`src/rtl/zymason_seg_bank.sv`:
```
// zymason_seg_bank: NUM_DIGITS-deep segment store written by nibbles, scanned with a one-hot digit enable
// Ports: clock, reset (sync, active-high); RW (1 write / 0 scan), sel (nibble select),
//   pin_in (write nibble), spd (scan divider, 0 freezes), dir (0 up / 1 down),
//   blink_mask (per-digit blink request); seg_out (current pattern), dig_en (one-hot),
//   dig_idx (binary index), st_out (FSM state), mode (mirrors RW).
// Optional feature: define ZYM_BLINK_EN to blank masked digits on alternate blink phases.
module zymason_seg_bank #(
  parameter int NUM_DIGITS = 8,
  parameter int SEG_W = 7,
  parameter int PRESCALE_W = 9,
  parameter int SPD_W = 5,
  parameter int BLINK_DIV = 4,
  localparam int IDX_W = $clog2(NUM_DIGITS)
) (
  input  logic                  clock,
  input  logic                  reset,
  input  logic                  RW,
  input  logic                  sel,
  input  logic [3:0]            pin_in,
  input  logic [SPD_W-1:0]      spd,
  input  logic                  dir,
  input  logic [NUM_DIGITS-1:0] blink_mask,
  output logic [SEG_W-1:0]      seg_out,
  output logic [NUM_DIGITS-1:0] dig_en,
  output logic [IDX_W-1:0]      dig_idx,
  output logic [1:0]            st_out,
  output logic                  mode
);
  typedef enum logic [1:0] {INIT = 2'b00, SCAN = 2'b01, WLO = 2'b10, WHI = 2'b11} state_t;
  state_t state;
  logic [IDX_W-1:0] ptr, ptr_inc, ptr_dec;
  logic [SEG_W-1:0] mem [NUM_DIGITS];
  logic [PRESCALE_W-1:0] tb;
  logic [SPD_W-1:0] div;
  logic strobe, pulse, blank;
  assign strobe = tb == '0;
  // >= rather than == so that lowering spd mid-count fires on the next strobe
  assign pulse = strobe && spd != '0 && div >= spd - 1'b1;
  assign ptr_inc = ptr == IDX_W'(NUM_DIGITS - 1) ? '0 : ptr + 1'b1;
  assign ptr_dec = ptr == '0 ? IDX_W'(NUM_DIGITS - 1) : ptr - 1'b1;
  always_ff @(posedge clock) begin
    if (reset) begin
      state <= INIT;
      ptr <= '0;
      tb <= '0;
      div <= '0;
      for (int i = 0; i < NUM_DIGITS; i++) mem[i] <= '0;
    end else begin
      tb <= tb + 1'b1;
      div <= spd == '0 ? '0 : !strobe ? div : pulse ? '0 : div + 1'b1;
      case (state)
        INIT, SCAN: begin
          state <= RW ? WLO : SCAN;
          if (state == SCAN && !RW && pulse) ptr <= dir ? ptr_dec : ptr_inc;
        end
        WLO: begin
          state <= sel ? WHI : WLO;
          if (RW && !sel) mem[ptr][3:0] <= pin_in;
        end
        default: begin
          state <= !RW ? SCAN : sel ? WHI : WLO;
          if (RW && sel) mem[ptr][SEG_W-1:4] <= pin_in[SEG_W-5:0];
          if (RW && !sel) ptr <= ptr_inc;
        end
      endcase
    end
  end
`ifdef ZYM_BLINK_EN
  localparam int BC_W = $clog2(BLINK_DIV + 1);
  logic [BC_W-1:0] bcnt;
  logic phase;
  always_ff @(posedge clock) begin
    if (reset) begin
      bcnt <= '0;
      phase <= 1'b0;
    end else if (pulse) begin
      bcnt <= bcnt == BC_W'(BLINK_DIV - 1) ? '0 : bcnt + 1'b1;
      phase <= bcnt == BC_W'(BLINK_DIV - 1) ? ~phase : phase;
    end
  end
  assign blank = state == SCAN && phase && blink_mask[ptr];
`else
  logic unused_mask;
  assign unused_mask = ^blink_mask;
  assign blank = 1'b0;
`endif
  assign seg_out = blank ? '0 : mem[ptr];
  assign dig_en = NUM_DIGITS'(1) << ptr;
  assign dig_idx = ptr;
  assign st_out = state;
  assign mode = RW;
endmodule
```
`config.mk`:
```
export PLATFORM = sky130hd
export DESIGN_NAME = zymason_seg_bank
export DESIGN_NICKNAME = d
export VERILOG_FILES = /design/src/rtl/zymason_seg_bank.sv
export SDC_FILE = /design/constraint.sdc
export NUM_CORES = 1
export LEC_CHECK = 0
export CORE_MARGIN = 4
export CORE_UTILIZATION = 57
export DETAILED_ROUTE_END_ITERATION = 10
export PLACE_DENSITY_LB_ADDON = 0.15
export SYNTH_ARGS = -nofsm -noshare
export SYNTH_HDL_FRONTEND = slang
export SYNTH_SLANG_ARGS = --single-unit
export TNS_END_PERCENT = 50
```
`constraint.sdc`:
```
create_clock -name clock -period 3.05 [get_ports clock]
set_input_delay 0.305 -clock clock [delete_from_list [all_inputs] [get_ports clock]]
set_output_delay 0.305 -clock clock [all_outputs]
set_load 0.02 [all_outputs]
```
==> run_results.csv <==
group,metric,value,unit
outcome,outcome,"finished, final reports clean",
finish,most_frequent_cells_in_the_layout,"sky130_fd_sc_hd__and2_1 (60), sky130_fd_sc_hd__edfxtp_1 (56), sky130_fd_sc_hd__clkdlybuf4s50_1 (34), sky130_fd_sc_hd__nor2_1 (26), sky130_fd_sc_hd__dfxtp_1 (22)",
placed_design,gp_routability_congestion,0.784,
clock_network,postCtsHoldBufs,0,
global_routing,grt_start_max_net_pins,23,
global_routing,number_of_global_route_vias_before_repair,2566,
floorplanning,start_util,58.7,%
clock_network,tritoncts.num_buffers,9,
timing,fmaxAchievable,375,MHz
timing,slew_violations,0,
placed_design,pre_cts_ws,0.207,ns
worst_setup_path,worst_ep_arrival_time,2.36,ns
pwr,peakVddDrop,0.282,mV
clock_network,post_cts.repair.setup_buffers,0,
global_routing,global_route_wire_length_before_repair,12400,µm
route,detail-route-antenna-nets,0,
route,detail_route.drc_violations,0,
finish,layout.cells.non_filler,466,
worst_setup_path,startpoint_type,"flop",
worst_setup_path,cp_max_fo,14,
finish,n_antenna_cell,0,
clock_network,clock-root-buffer,"sky130_fd_sc_hd__clkbuf_8",
finish,drive_above_1_share,17.6,%
route,vias,2496,
placed_design,dpl.hpwl,5380,µm
route,post_drt_via_cell_ratio,5.36,
timing,timing.clock.skew,0.00988,ns
floorplanning,floorplan.die.width,91.9,µm
run,drv.max_cap_violation_count,0,
global_routing,gr-usage-all-layers,18.9,%
floorplanning,chipHeight,91.9,µm
floorplanning,core-area,6830,µm²
worst_setup_path,path_class,"reg -> out",
clock_network,clk_pin_slew_worst_paths,0.08,ns
pwr,leakage,0.00176,µW
route,detailedRoute.firstIterationViolations,109,
synthesis,synthesis.area,4010,µm²
synthesis,synth.ff_latch_count,78,
floorplanning,rows,30,
finish,synthToLayoutAreaGrowth,16.2,%
route,first_pass_iters,4,
synthesis,yosysWarningCount,0,
timing,worst_relative_slew_slack,54.1,%
global_routing,global_route.overflow_total,0,
timing,pin_slew_with_the_least_headroom_to_its_limit,0.688,ns
synthesis,synth.lib_cells_used.distinct,43,
timing,final_setup_viols,0,
route,finalWirelength,7430,µm
timing,final.setup.worst_slack,0.382,ns
floorplanning,dieArea,8440,µm²
global_routing,grt_util_met2,30.7,%
synthesis,synth.yosys.seq_area_share,52.9,%
synthesis,yosysTopAreaCell,"sky130_fd_sc_hd__edfxtp_1",
global_routing,number_of_antenna_violations_at_the_first_check_in_global_routing,0,
route,wl_per_cell,15.9,µm
timing,hold_viol,0,
synthesis,dominantRegCellSynth,"sky130_fd_sc_hd__edfxtp_1",
placed_design,port_buffers,34,
worst_hold_path,min_path_type,"reg -> reg",
worst_setup_path,worstPathRequired,2.74,ns
synthesis,synthesis.instances,332,
synthesis,synthesis.area_per_instance,12.1,µm²
synthesis,asyncSetResetFlopFracSynth,0,%
clock_network,cts-root-to-sink-buffers,2,
global_routing,use_met1,24.9,%
timing,min_period_over_period,87.5,%
worst_setup_path,setup.worst_path.end_class,"output pin",
placed_design,placed_cells_incl_taps,450,
clock_network,worstSkewPairLatency,0.35,ns
timing,period_needed,2.67,ns
clock_network,postCtsResizedCells,0,
timing,finalSetupTns,0,ns
synthesis,synth_edf_count,56,
global_routing,gr-usage-met3,4.68,%
finish,layout.nets,403,
clock_network,cts_htree_levels,3,
floorplanning,boundaryPins,43,
synthesis,synth_top_area_share,41.9,%
clock_network,cts_num_sinks,78,
timing,rsz0062_at_grt,"no",
clock_network,tritoncts,"done",
synthesis,synth_top_cells_by_area,"sky130_fd_sc_hd__edfxtp_1 (42%), sky130_fd_sc_hd__dfxtp_1 (11%), sky130_fd_sc_hd__and2_1 (9.4%), sky130_fd_sc_hd__mux4_2 (7.9%), sky130_fd_sc_hd__ha_1 (5.0%)",
pwr,power.density,496,nW/µm²
global_routing,gr-max-usage-layer,"met2",
synthesis,syn-num-nets,370,
finish,most_frequent_standard_cell_in_the_layout_excluding_fill_and_tap_cells,"sky130_fd_sc_hd__and2_1",
==> cells in the mapped netlist (2+ instances only) <==
cell                       instances
sky130_fd_sc_hd__ha_1             16
sky130_fd_sc_hd__xnor2_1           5
sky130_fd_sc_hd__mux2_2            7
sky130_fd_sc_hd__mux4_2           14
sky130_fd_sc_hd__nand2b_1          4
sky130_fd_sc_hd__nand2_1          12
sky130_fd_sc_hd__a21oi_1           9
sky130_fd_sc_hd__mux2i_1           4
sky130_fd_sc_hd__o21ai_0           3
sky130_fd_sc_hd__mux2_4            2
sky130_fd_sc_hd__edfxtp_1         56
sky130_fd_sc_hd__nand4_1           3
sky130_fd_sc_hd__or2_2            17
sky130_fd_sc_hd__nor2b_1           6
sky130_fd_sc_hd__nand4b_1          2
sky130_fd_sc_hd__nor2_1           26
sky130_fd_sc_hd__o211ai_1          2
sky130_fd_sc_hd__buf_1             2
sky130_fd_sc_hd__and2_1           60
sky130_fd_sc_hd__buf_6             2
sky130_fd_sc_hd__nand3_1           5
sky130_fd_sc_hd__buf_2             2
sky130_fd_sc_hd__clkbuf_1          8
sky130_fd_sc_hd__o21a_1            2
sky130_fd_sc_hd__xor2_1            6
sky130_fd_sc_hd__or3_1             2
sky130_fd_sc_hd__nor3_1           10
sky130_fd_sc_hd__inv_1             9
sky130_fd_sc_hd__dfxtp_1          22
==> cell type report <==
class / count / area (µm²)
fillers: 535 / 2170
flip-flops and latches: 78 / 2120
multi-input cells: 228 / 1760
repair buffers: 39 / 378
clock buffers: 9 / 124
clock inverters: 7 / 120
well taps: 96 / 120
inverters: 9 / 33.8
==> per-layer routing <==
metal / vias up / share of wire (%)
li1: 1234 / -
met1: 1197 / 44
met2: 56 / 50
met3: 9 / 4.3
met4: 0 / 1.5
met5: - / 0
==> state kept, by name, indices dropped and copies added (netlist names), named ones only <==
| name | count |
|---|---|
| dig_idx | 3 |
| div | 5 |
| mem | 56 |
| st_out | 2 |
| tb | 9 |
==> kinds of logic (layout without fill, tap and decap cells) <==
kind of cell,count (synthesis),after routing,share of synthesized area [%]
XOR/XNOR,11,11,2.40
AO/OA/AOI/OAI,20,20,3.03
adder cells (fa/ha/maj),16,16,4.99
flip-flops,78,78,52.9
AND/OR/NAND/NOR,154,154,22.0
multiplexers,27,27,11.6
buffers and inverters,26,64,3.15
==> stage by stage <==
step	utilization, %	area, µm²	power (µW)	hold slack (ns)
floorplan	-	4010	1330	0.430
detailed placement	64.7	4420	1400	0.461
CTS	68.2	4660	2320	0.479
global placement	64.7	4420	1400	0.447
finish	68.2	4660	2310	0.471
global route	68.2	4660	2390	0.508
==> critical path: stages, from the launching register on <==
cell                              delay [ns]
sky130_fd_sc_hd__dfxtp_1                0.77
sky130_fd_sc_hd__mux4_2                 0.44
sky130_fd_sc_hd__mux2_2                 0.28
sky130_fd_sc_hd__clkdlybuf4s50_1        0.54
==> report_power, final <==
group          leakage (µW)  switching, µW  internal (µW)  total (µW)
registers          0.000757           22.3           1170        1190
clock network      0.000120            386            546         932
logic              0.000881           96.7           92.8         190
==> worst paths after layout <==
path / startpoint / to / slack (ns) / depth (start not counted)
worst max register to register: st_out[0] / mem[2][2] / 1.11 / 4
worst max-delay path: flop / seg_out[6] / 0.38 / 3
worst min-delay path: tb[0] / tb[0] / 0.47 / 1
worst min register to register: tb[0] / tb[0] / 0.47 / 1
No activity file was read; power rests on OpenSTA's default activity.
